[config.mk]
export PLATFORM = sky130hd
export DESIGN_NAME = sb_mission_sequencer
export DESIGN_NICKNAME = d
export VERILOG_FILES = /design/src/rtl/sb_mission_sequencer.sv
export SDC_FILE = /design/constraint.sdc
export NUM_CORES = 1
export LEC_CHECK = 0
export CORE_MARGIN = 2
export CORE_UTILIZATION = 28
export CTS_BUF_LIST = sky130_fd_sc_hd__clkbuf_8
export DETAILED_ROUTE_END_ITERATION = 10
export GPL_TIMING_DRIVEN = 0
export SKIP_LAST_GASP = 1
export SLEW_MARGIN = 25
export SYNTH_ARGS = -nofsm -noshare
export SYNTH_HDL_FRONTEND = slang
export SYNTH_SLANG_ARGS = --single-unit
[constraint.sdc]
create_clock -name clk_50 -period 2.7 [get_ports clk_50]
set_input_delay 0.54 -clock clk_50 [delete_from_list [all_inputs] [get_ports clk_50]]
set_output_delay 0.54 -clock clk_50 [all_outputs]
set_load 0.005 [all_outputs]
[src/rtl/sb_mission_sequencer.sv]
// sb_mission_sequencer: table-driven mission sequencer.
// Walks up to MAX_TASKS (start, end, op) legs. For each leg it requests a path from
// the planner, follows the returned nodes on node_hit events, requests turns at
// intermediate nodes and runs the pick/place op at the leg end.
// Optional build macro SB_PLAN_TIMEOUT_EN adds a planner watchdog (TIMEOUT_CYC cycles).
module sb_mission_sequencer #(
    parameter int NODE_W      = 5,
    parameter int PATH_LEN    = 10,
    parameter int MAX_TASKS   = 4,
    parameter int PAD_NODE    = 27,
    parameter int TIMEOUT_CYC = 50_000_000,
    localparam int TW = (MAX_TASKS > 1) ? $clog2(MAX_TASKS) : 1
) (
    input  logic                       clk_50,
    input  logic                       rst_n,
    input  logic                       task_wr_en,
    input  logic [TW-1:0]              task_wr_addr,
    input  logic [NODE_W-1:0]          task_wr_s,
    input  logic [NODE_W-1:0]          task_wr_e,
    input  logic [1:0]                 task_wr_op,
    input  logic [TW:0]                task_count,
    input  logic                       go,
    output logic                       plan_start,
    output logic [NODE_W-1:0]          plan_s,
    output logic [NODE_W-1:0]          plan_e,
    input  logic                       plan_done,
    input  logic [PATH_LEN*NODE_W-1:0] plan_path,
    input  logic                       node_hit,
    output logic                       turn_start,
    output logic [NODE_W-1:0]          prev_node,
    output logic [NODE_W-1:0]          cur_node,
    output logic [NODE_W-1:0]          next_node,
    input  logic                       turn_done,
    output logic                       color_start,
    input  logic                       color_done,
    output logic                       arm_start,
    output logic                       arm_op,
    input  logic                       arm_done,
    output logic                       busy,
    output logic                       mission_done,
    output logic                       err,
    output logic [TW-1:0]              task_idx
);

    localparam int IW = (PATH_LEN > 1) ? $clog2(PATH_LEN) : 1;

    localparam logic [3:0] S_IDLE   = 4'd0;
    localparam logic [3:0] S_PLAN   = 4'd1;
    localparam logic [3:0] S_SCAN   = 4'd2;
    localparam logic [3:0] S_FOLLOW = 4'd3;
    localparam logic [3:0] S_TURN   = 4'd4;
    localparam logic [3:0] S_OP     = 4'd5;
    localparam logic [3:0] S_COLOR  = 4'd6;
    localparam logic [3:0] S_ARM    = 4'd7;
    localparam logic [3:0] S_NEXT   = 4'd8;
    localparam logic [3:0] S_DONE   = 4'd9;
    localparam logic [3:0] S_ERR    = 4'd10;

    logic [3:0]        state;
    logic [NODE_W-1:0] tbl_s  [MAX_TASKS];
    logic [NODE_W-1:0] tbl_e  [MAX_TASKS];
    logic [1:0]        tbl_op [MAX_TASKS];
    logic [NODE_W-1:0] leg_s, leg_e;
    logic [1:0]        leg_op;
    logic [TW:0]       cnt_r;
    logic [TW-1:0]     task_idx_r;
    logic [NODE_W-1:0] path [PATH_LEN];
    logic [IW-1:0]     idx;
    logic [NODE_W-1:0] prev_r, cur_r, next_r;
    logic              arm_op_r;
    logic              zero_pulse;

    logic              scan_found;
    logic [IW-1:0]     scan_idx;
    logic [IW-1:0]     idx_dec, idx_m2;
    logic [TW-1:0]     nxt_idx;
    logic [TW:0]       tc_clamp;

    // Requests and status decode straight from the registered state, so a reset
    // clears every one of them without waiting for a clock edge.
    assign plan_start   = (state == S_PLAN);
    assign turn_start   = (state == S_TURN);
    assign color_start  = (state == S_COLOR);
    assign arm_start    = (state == S_ARM);
    assign err          = (state == S_ERR);
    assign busy         = (state != S_IDLE) && (state != S_DONE) && (state != S_ERR);
    assign mission_done = (state == S_DONE) || zero_pulse;
    assign plan_s       = leg_s;
    assign plan_e       = leg_e;
    assign prev_node    = prev_r;
    assign cur_node     = cur_r;
    assign next_node    = next_r;
    assign arm_op       = arm_op_r;
    assign task_idx     = task_idx_r;

    assign idx_dec  = idx - 1'b1;
    assign idx_m2   = (idx >= IW'(2)) ? idx - IW'(2) : '0;
    assign nxt_idx  = task_idx_r + 1'b1;
    // A count larger than the table would index past it; run the whole table instead.
    assign tc_clamp = (task_count > (TW+1)'(MAX_TASKS)) ? (TW+1)'(MAX_TASKS) : task_count;

    // Find the highest non-pad slot of the latched path: that slot is the leg start.
    always_comb begin
        scan_found = 1'b0;
        scan_idx   = '0;
        for (int i = 0; i < PATH_LEN; i++) begin
            if (path[i] != NODE_W'(PAD_NODE)) begin
                scan_found = 1'b1;
                scan_idx   = IW'(i);
            end
        end
    end

    // Task table writes, accepted only while no mission is running.
    always_ff @(posedge clk_50 or negedge rst_n) begin
        if (!rst_n) begin
            for (int i = 0; i < MAX_TASKS; i++) begin
                tbl_s[i]  <= '0;
                tbl_e[i]  <= '0;
                tbl_op[i] <= '0;
            end
        end else if (task_wr_en && !busy && (int'(task_wr_addr) < MAX_TASKS)) begin
            tbl_s[task_wr_addr]  <= task_wr_s;
            tbl_e[task_wr_addr]  <= task_wr_e;
            tbl_op[task_wr_addr] <= task_wr_op;
        end
    end

`ifdef SB_PLAN_TIMEOUT_EN
    localparam int TOW = $clog2(TIMEOUT_CYC + 1);
    logic [TOW-1:0] to_cnt;

    // Planner watchdog: counts cycles spent in PLAN_REQ, zero everywhere else.
    always_ff @(posedge clk_50 or negedge rst_n) begin
        if (!rst_n)               to_cnt <= '0;
        else if (state == S_PLAN) to_cnt <= to_cnt + 1'b1;
        else                      to_cnt <= '0;
    end
`endif

    // Mission FSM. Leg 0 is copied out of the table on go, so a table write in the
    // same cycle as go only affects later runs.
    always_ff @(posedge clk_50 or negedge rst_n) begin
        if (!rst_n) begin
            state      <= S_IDLE;
            leg_s      <= '0;
            leg_e      <= '0;
            leg_op     <= '0;
            cnt_r      <= '0;
            task_idx_r <= '0;
            idx        <= '0;
            prev_r     <= '0;
            cur_r      <= '0;
            next_r     <= '0;
            arm_op_r   <= 1'b0;
            zero_pulse <= 1'b0;
            for (int i = 0; i < PATH_LEN; i++) path[i] <= '0;
        end else begin
            zero_pulse <= 1'b0;
            case (state)
                S_IDLE, S_ERR: begin
                    if (go) begin
                        if (task_count == '0) begin
                            zero_pulse <= 1'b1;
                            state      <= S_IDLE;
                        end else begin
                            task_idx_r <= '0;
                            cnt_r      <= tc_clamp;
                            leg_s      <= tbl_s[0];
                            leg_e      <= tbl_e[0];
                            leg_op     <= tbl_op[0];
                            state      <= S_PLAN;
                        end
                    end
                end
                S_PLAN: begin
                    if (plan_done) begin
                        for (int i = 0; i < PATH_LEN; i++)
                            path[i] <= plan_path[i*NODE_W +: NODE_W];
                        state <= S_SCAN;
                    end
`ifdef SB_PLAN_TIMEOUT_EN
                    else if (to_cnt == TOW'(TIMEOUT_CYC - 1)) state <= S_ERR;
`endif
                end
                S_SCAN: begin
                    idx <= scan_idx;
                    if (!scan_found || path[0] != leg_e) state <= S_ERR;
                    else if (scan_idx == '0)             state <= S_OP;
                    else                                 state <= S_FOLLOW;
                end
                S_FOLLOW: begin
                    // idx >= 1 here; the node just reached is path[idx-1].
                    if (node_hit) begin
                        idx <= idx_dec;
                        if (idx_dec == '0) begin
                            state <= S_OP;
                        end else begin
                            prev_r <= path[idx];
                            cur_r  <= path[idx_dec];
                            next_r <= path[idx_m2];
                            state  <= S_TURN;
                        end
                    end
                end
                S_TURN: begin
                    if (turn_done) state <= S_FOLLOW;
                end
                S_OP: begin
                    case (leg_op)
                        2'd1: begin arm_op_r <= 1'b0; state <= S_COLOR; end
                        2'd2: begin arm_op_r <= 1'b1; state <= S_ARM;   end
                        default: state <= S_NEXT;
                    endcase
                end
                S_COLOR: begin
                    if (color_done) state <= S_ARM;
                end
                S_ARM: begin
                    if (arm_done) state <= S_NEXT;
                end
                S_NEXT: begin
                    if ((TW+1)'(task_idx_r) + (TW+1)'(1) == cnt_r) begin
                        state <= S_DONE;
                    end else begin
                        task_idx_r <= nxt_idx;
                        leg_s      <= tbl_s[nxt_idx];
                        leg_e      <= tbl_e[nxt_idx];
                        leg_op     <= tbl_op[nxt_idx];
                        state      <= S_PLAN;
                    end
                end
                S_DONE:  state <= S_IDLE;
                default: state <= S_IDLE;
            endcase
        end
    end

endmodule
# After elaboration in Yosys (flattened, before gate mapping)
# Index checks and enable logic that the tools add are counted.
word_totals:
  input_bits: 76
  output_inout_bits: 35
  ff_bits: 140
  word_cells: 192
op_classes:
  add_sub_neg: 4
  order_cmp: 8
  n_bitwise: 7
  n_reduce_logical: 24
  n_eq_ne: 34
  n_mux: 81
op_table:
  columns: ["op", "n"]
  rows:
  - ["$mux 5", 17]
  - ["$mux 4", 17]
  - ["$bmux 5 s4", 3]
  - ["$ne 5x5->1 const B", 10]
  - ["$bwmux 20", 2]
  - ["$pmux 4 s9", 1]
  - ["$bmux 5 s2", 2]
  - ["$mux 2", 10]
  - ["$pmux 5 s2", 2]
  - ["$eq 4x3->1 const B", 4]
  - ["$mux 1", 16]
  - ["$pmux 4 s2", 2]
  - ["$ge 5x5->1 const B", 3]
  - ["$not 4->5", 3]
  - ["$eq 4x4->1 const B", 3]
  - ["$logic_not 4->1", 3]
  - ["$demux 5 s2", 1]
  - ["$bwmux 8", 1]
  - ["$eq 4x2->1 const B", 2]
  - ["$ne 2x1->1 const B", 4]
  - ["$ne 2x2->1 const B", 4]
  - ["$ne 4x4->1 const B", 2]
  - ["$pmux 2 s2", 2]
  - ["$ge 3x3->1 const B", 2]
  - ["29 further kinds", 42]

# Depth between registers and ports, before layout
logic_depth:
  ltp_word: 15
  ltp_mapped: 12
  mapped_depth_nobuf: 7

# Least setup slack after synthesis
# No wires, ideal clock.
synth_timing:
  path_kind: "register to register"
  from: "register idx[1]"
  to: "register prev_r[4] (netlist: prev_node[4])"
  path_slack_ns: 0.344
  path_stages_with_launch: 11
  t_required_ns: 2.575
  path_buffers: 4
  period_less_slack_ns: 2.356
  setup_ns: 0.125
  arrival_time_ns: 2.231
  cell_sequence: "dfrtp_1 -> buf_6 -> buf_2 -> inv_1 -> buf_2 -> ha_1 -> a21boi_4 -> xnor2_4 -> o211ai_1 -> buf_4 -> mux2_2"
synth_between:
  elab_chain_len: 4
  elab_cells_between_ends: 8
  classes_between: "1 x add/sub; 3 x mux; 2 x bitwise; 2 x reduce/logical"
synth_lines:
  columns: ["item", "line", "text"]
  rows:
  - ["start, declared", "68", "logic [IW-1:0] idx;"]
  - ["start signal, assigned", "187", "idx <= scan_idx;"]
  - ["start signal, assigned", "195", "idx <= idx_dec;"]
  - ["$sub 4x1->4 or $not 4->5 (tied branches)", "96, 199", null]
  - ["$logic_not 4->1 or $bmux 5 s4 (tied branches)", "196, 199", null]
  - ["$not 1->1 (no source line) or $mux 5 (tied branches)", null, null]
  - ["$reduce_and 3->1 (no source line) or $mux 5 (tied branches)", null, null]
  - ["end signal, assigned", "199", "prev_r <= path[idx];"]
  - ["end, declared", "69", "logic [NODE_W-1:0] prev_r, cur_r, next_r;"]
# Several ways; a longest one is shown, not always the timed one. The select of a mux whose other input is x is not followed.
# A chain may end at the register's enable or synchronous reset.

# Worst setup path in the final report
layout_timing:
  from: "register idx[0]"
  to: "register next_r[2] (netlist: next_node[2])"
layout_between:
  elab_chain_len: 6
  elab_cells_between_ends: 11
  classes_between: "2 x add/sub; 1 x order compare; 4 x mux; 2 x bitwise; 2 x reduce/logical"
layout_lines:
  columns: ["item", "line", "text"]
  rows:
  - ["$sub 4x2->4 or $ge 4x2->1 (tied branches)", "97", "assign idx_m2 = (idx >= IW'(2)) ? idx - IW'(2) : '0;"]
  - ["$mux 4", "97", null]
  - ["$not 4->5 (not written as such)", "201", "next_r <= path[idx_m2];"]
  - ["$bmux 5 s4", "201", null]
  - ["$mux 5 (not written as such) (2 in a row)", "201", null]
  - ["end signal, assigned", "201", null]
  - ["end, declared", "69", null]
# Several ways; a longest one is shown, not always the timed one. The select of a mux whose other input is x is not followed.

==> metrics.csv <==
stage,metric,value,unit
power,Pint,0.00721,W
timing,"Setup violations, final",0,
logic_synthesis,synth top area cells,"dfrtp_1, mux2_2, mux2i_1",
worst_setup_path,R2R depth,10,
timing,crit share post-route,0.952,
drt,Antenna Nets Post-Route,0,
logic_synthesis,Synth Register Bits,140,
logic_synthesis,syn nets,751,
timing,Peak Freq,389,MHz
worst_setup_path,"Req. time, crit path",3.05,ns
die,core outline area,27700,µm²
logic_synthesis,Synth top cells by count,"dfrtp_1, mux2_2, mux2i_1, nand2_1, mux2_1",
die,DIE AREA,29400,µm²
power,Lkg Pwr,4.14,nW
worst_hold_path,hold depth,2,
worst_setup_path,CP Buf/Inv Count,4,
worst_setup_path,r2r endpoint,next_node[2]$_DFFE_PN0P_,
die,Top Ports,111,
global_routing,GRT Util Overall,0.156,
worst_setup_path,CP Cell Sequence,buf_4 -> buf_4 -> inv_1 -> ha_1 -> nor4_4 -> buf_4 -> or2_4 -> mux4_2 -> nand4_1 -> a32oi_1,
power,Peak VDD IR,0.430,mV
drt,vias per cell,4.96,
power,total chip power,0.0126,W
worst_setup_path,most frequent CP cell,buf_4,
placement,pre-CTS setup slack,-0.322,ns
die,die width,171,µm
timing,Final Max Tran Viols,0,
drt,starting DRC count in detailed routing,449,
cts,CTS Buf Count,17,
timing,RSZ-0062 raised after global routing,yes,
cts,H-Tree Depth,4,
die,die height,171,µm
timing,hold slack,0.490,ns
timing,Tightest Pin Transition,0.630,ns
global_routing,vias in the first global route,5827,
layout,Layout Utilization,0.359,
timing,setup ws final,0.128,ns
drt,via count,5909,
logic_synthesis,Post-synth EDFFs,0,
timing,post-route minimum period,2.57,ns
run_status,status,"complete, no violations",
logic_synthesis,biggest area consumer among synthesized cells,dfrtp_1,
placement,gp weighted congestion,0.937,
logic_synthesis,cell with the most instances after synthesis,dfrtp_1,
cts,Skew-Pair Late Insertion Delay,0.47,ns
worst_setup_path,CP Depth,10,
logic_synthesis,synthesized area,7860,µm²
worst_setup_path,CP max stage delay,0.36,ns
worst_hold_path,min-delay src,cur_node[4]$_DFFE_PN0P_,
timing,skew final,0.0170,ns
placement,PortBufs,110,
cts,clk slew on worst S/H paths,0.10,ns
power,sequential fraction of design power,0.324,
logic_synthesis,Synth top area share,0.446,
worst_setup_path,cell family with most CP delay,buffers and inverters,
power,pwr dens,1260,nW/µm²
drt,DR WL/cell,18.9,µm
worst_setup_path,Worst EP arrival,2.93,ns
timing,Final Hold Vio Count,0,
global_routing,initial antenna violation count,4,
layout,layout cells sized above 1,0.234,
cts,Clock Path Buffers,2,
logic_synthesis,Post-synth top flop,dfrtp_1,
flow_run,max cap viols,0,
die,row count,61,
worst_setup_path,Reg-to-Reg Start,idx[0]$_DFFE_PN0P_,
power,Switch Pwr,0.00538,W
global_routing,aggregate global routing overflow,0,
worst_setup_path,kind of critical path,flop to flop,
placement,DP HPWL,16.7,mm
worst_setup_path,Setup crit end kind,flop,
logic_synthesis,register area share after synthesis,0.446,
worst_hold_path,Hold WC Path Type,flop to flop,
power,Clock Power Share,0.142,
die,Initial Util,0.284,
global_routing,global-route wire length before repair,34.4,mm
power,Sw Ratio,0.427,
drt,Initial DRT Pass Iterations,5,
logic_synthesis,cells after synthesis,667,
placement,placed cells,1156,
drt,# DRC,0,
drt,Routed WL,22.5,mm
worst_hold_path,hold endpoint,cur_node[4]$_DFFE_PN0P_,
logic_synthesis,"Distinct cells, synth",76,
worst_setup_path,flop-to-flop setup slack,0.13,ns
layout,nets@finish,883,
power,Combinational Power Share,0.534,
layout,Finished Layout Cells,1192,
worst_setup_path,crit-path max FO,10,
timing,Max-slew headroom,0.580,
cts,Clock Sinks,140,
worst_setup_path,crit path launch type,flop,
logic_synthesis,"FFs w/ async S/R, synth",1.00,
layout,synth-to-layout area growth,26.8,%
cts,CTS tree,built,
worst_setup_path,Crit-path slowest cell,dfrtp_1,
logic_synthesis,Yosys Warn Count,0,
global_routing,largest net degree at the start of global routing,92,
cts,clock root cell,clkbuf_8,
logic_synthesis,syn avg cell area,11.8,µm²
-- cell usage in the layout (no fill, tap or decap), types with 8 or more instances in the layout --
cell / count
clkbuf_8: 18
o21ai_1: 26
mux2_2: 73
mux2_1: 30
ha_1: 8
nand3_1: 12
nor3_1: 12
nand2_1: 46
o22ai_1: 14
nor2_1: 26
o21ai_0: 11
inv_1: 11
buf_4: 15
mux4_2: 14
o22a_1: 10
nand4_1: 8
mux2i_1: 47
dfrtp_1: 140
buf_2: 14
a21oi_1: 22
clkdlybuf4s50_1: 107
-- repair_timing --
action | CTS | global route
hold endpoints to repair | 48 | 0
endpoints found under the setup margin | 16 | 15
gates cloned | 0 | 0
hold buffers | 1 | 0
gates resized for setup | 8 | 9
setup buffers | 0 | 2
pin swaps | 2 | 1
-- state kept, by name, summed over array words and instances (netlist names) --
| name | cells |
|---|---|
| task_idx | 2 |
| prev_node | 5 |
| path | 50 |
| leg_op | 2 |
| next_node | 5 |
| idx | 4 |
| tbl_op | 8 |
| cnt_r | 3 |
| plan_s | 5 |
| cur_node | 5 |
| arm_op | 1 |
| tbl_s | 20 |
| state | 4 |
| plan_e | 5 |
| zero_pulse | 1 |
| tbl_e | 20 |
-- power by group through the flow --
stage | clock (W) | sequential, W | combinational (W)
finish | 0.00178 | 0.00408 | 0.00672
floorplan | 0 | 0.00373 | 0.00475
global route | 0.00192 | 0.00420 | 0.00732
CTS | 0.00183 | 0.00406 | 0.00665
global placement | 0 | 0.00407 | 0.00652
detailed placement | 0 | 0.00411 | 0.00658
-- metal layers --
metal,routed length [µm],global-route usage,vias to the layer above
met5,24,0,-
met4,397,0.0442,4
met3,1620,0.0504,27
met2,10400,0.247,187
met1,10000,0.205,2916
li1,-,-,2775
-- layout make-up --
type / instances / area (µm²)
buffer: 40 / 280
tap: 378 / 473
inverter: 11 / 41.3
antenna: 2 / 5.00
fill: 2738 / 17700
clock inverter: 15 / 189
sequential: 140 / 3500
multi-input combinational: 475 / 4070
clock buffer: 17 / 234
timing repair buffer: 114 / 1160
-- worst register-to-register path, stage by stage, from the launching register on --
cell and delay (ns):
dfrtp_1 0.36, buf_4 0.21, buf_4 0.23, inv_1 0.15, ha_1 0.31, nor4_4 0.29, buf_4 0.20, or2_4 0.16
mux4_2 0.32, nand4_1 0.14, a32oi_1 0.11
-- metrics by stage --
stage               TNS [ns]  instance area [µm²]
floorplan                  0                 7860
global placement     -657.69                 9430
detailed placement     -1.46                 9460
CTS                        0                 9920
global route         -0.0269                 9950
finish                     0                 9960
-- worst max path at each step --
stage                         start                       end
5_1_grt          idx[0]$_DFFE_PN0P_  prev_node[4]$_DFFE_PN0P_
6_report         idx[0]$_DFFE_PN0P_  next_node[2]$_DFFE_PN0P_
3_3_place_gp                  rst_n      tbl_e[8]$_DFFE_PN0P_
2_1_floorplan    idx[1]$_DFFE_PN0P_  prev_node[4]$_DFFE_PN0P_
4_1_cts        state[0]$_DFFE_PN0P_               color_start
3_5_place_dp     idx[1]$_DFFE_PN0P_   cur_node[4]$_DFFE_PN0P_
-- kinds of logic after synthesis --
group / count (synthesis) / share of synthesized area
mux: 168 / 0.261
buf+inv: 52 / 0.0406
fa+ha+maj: 9 / 0.0140
flops: 140 / 0.446
simple gates: 155 / 0.108
compound gates: 128 / 0.110
xor+xnor: 15 / 0.0201
Note: power is estimated with default switching activity, not from simulation.
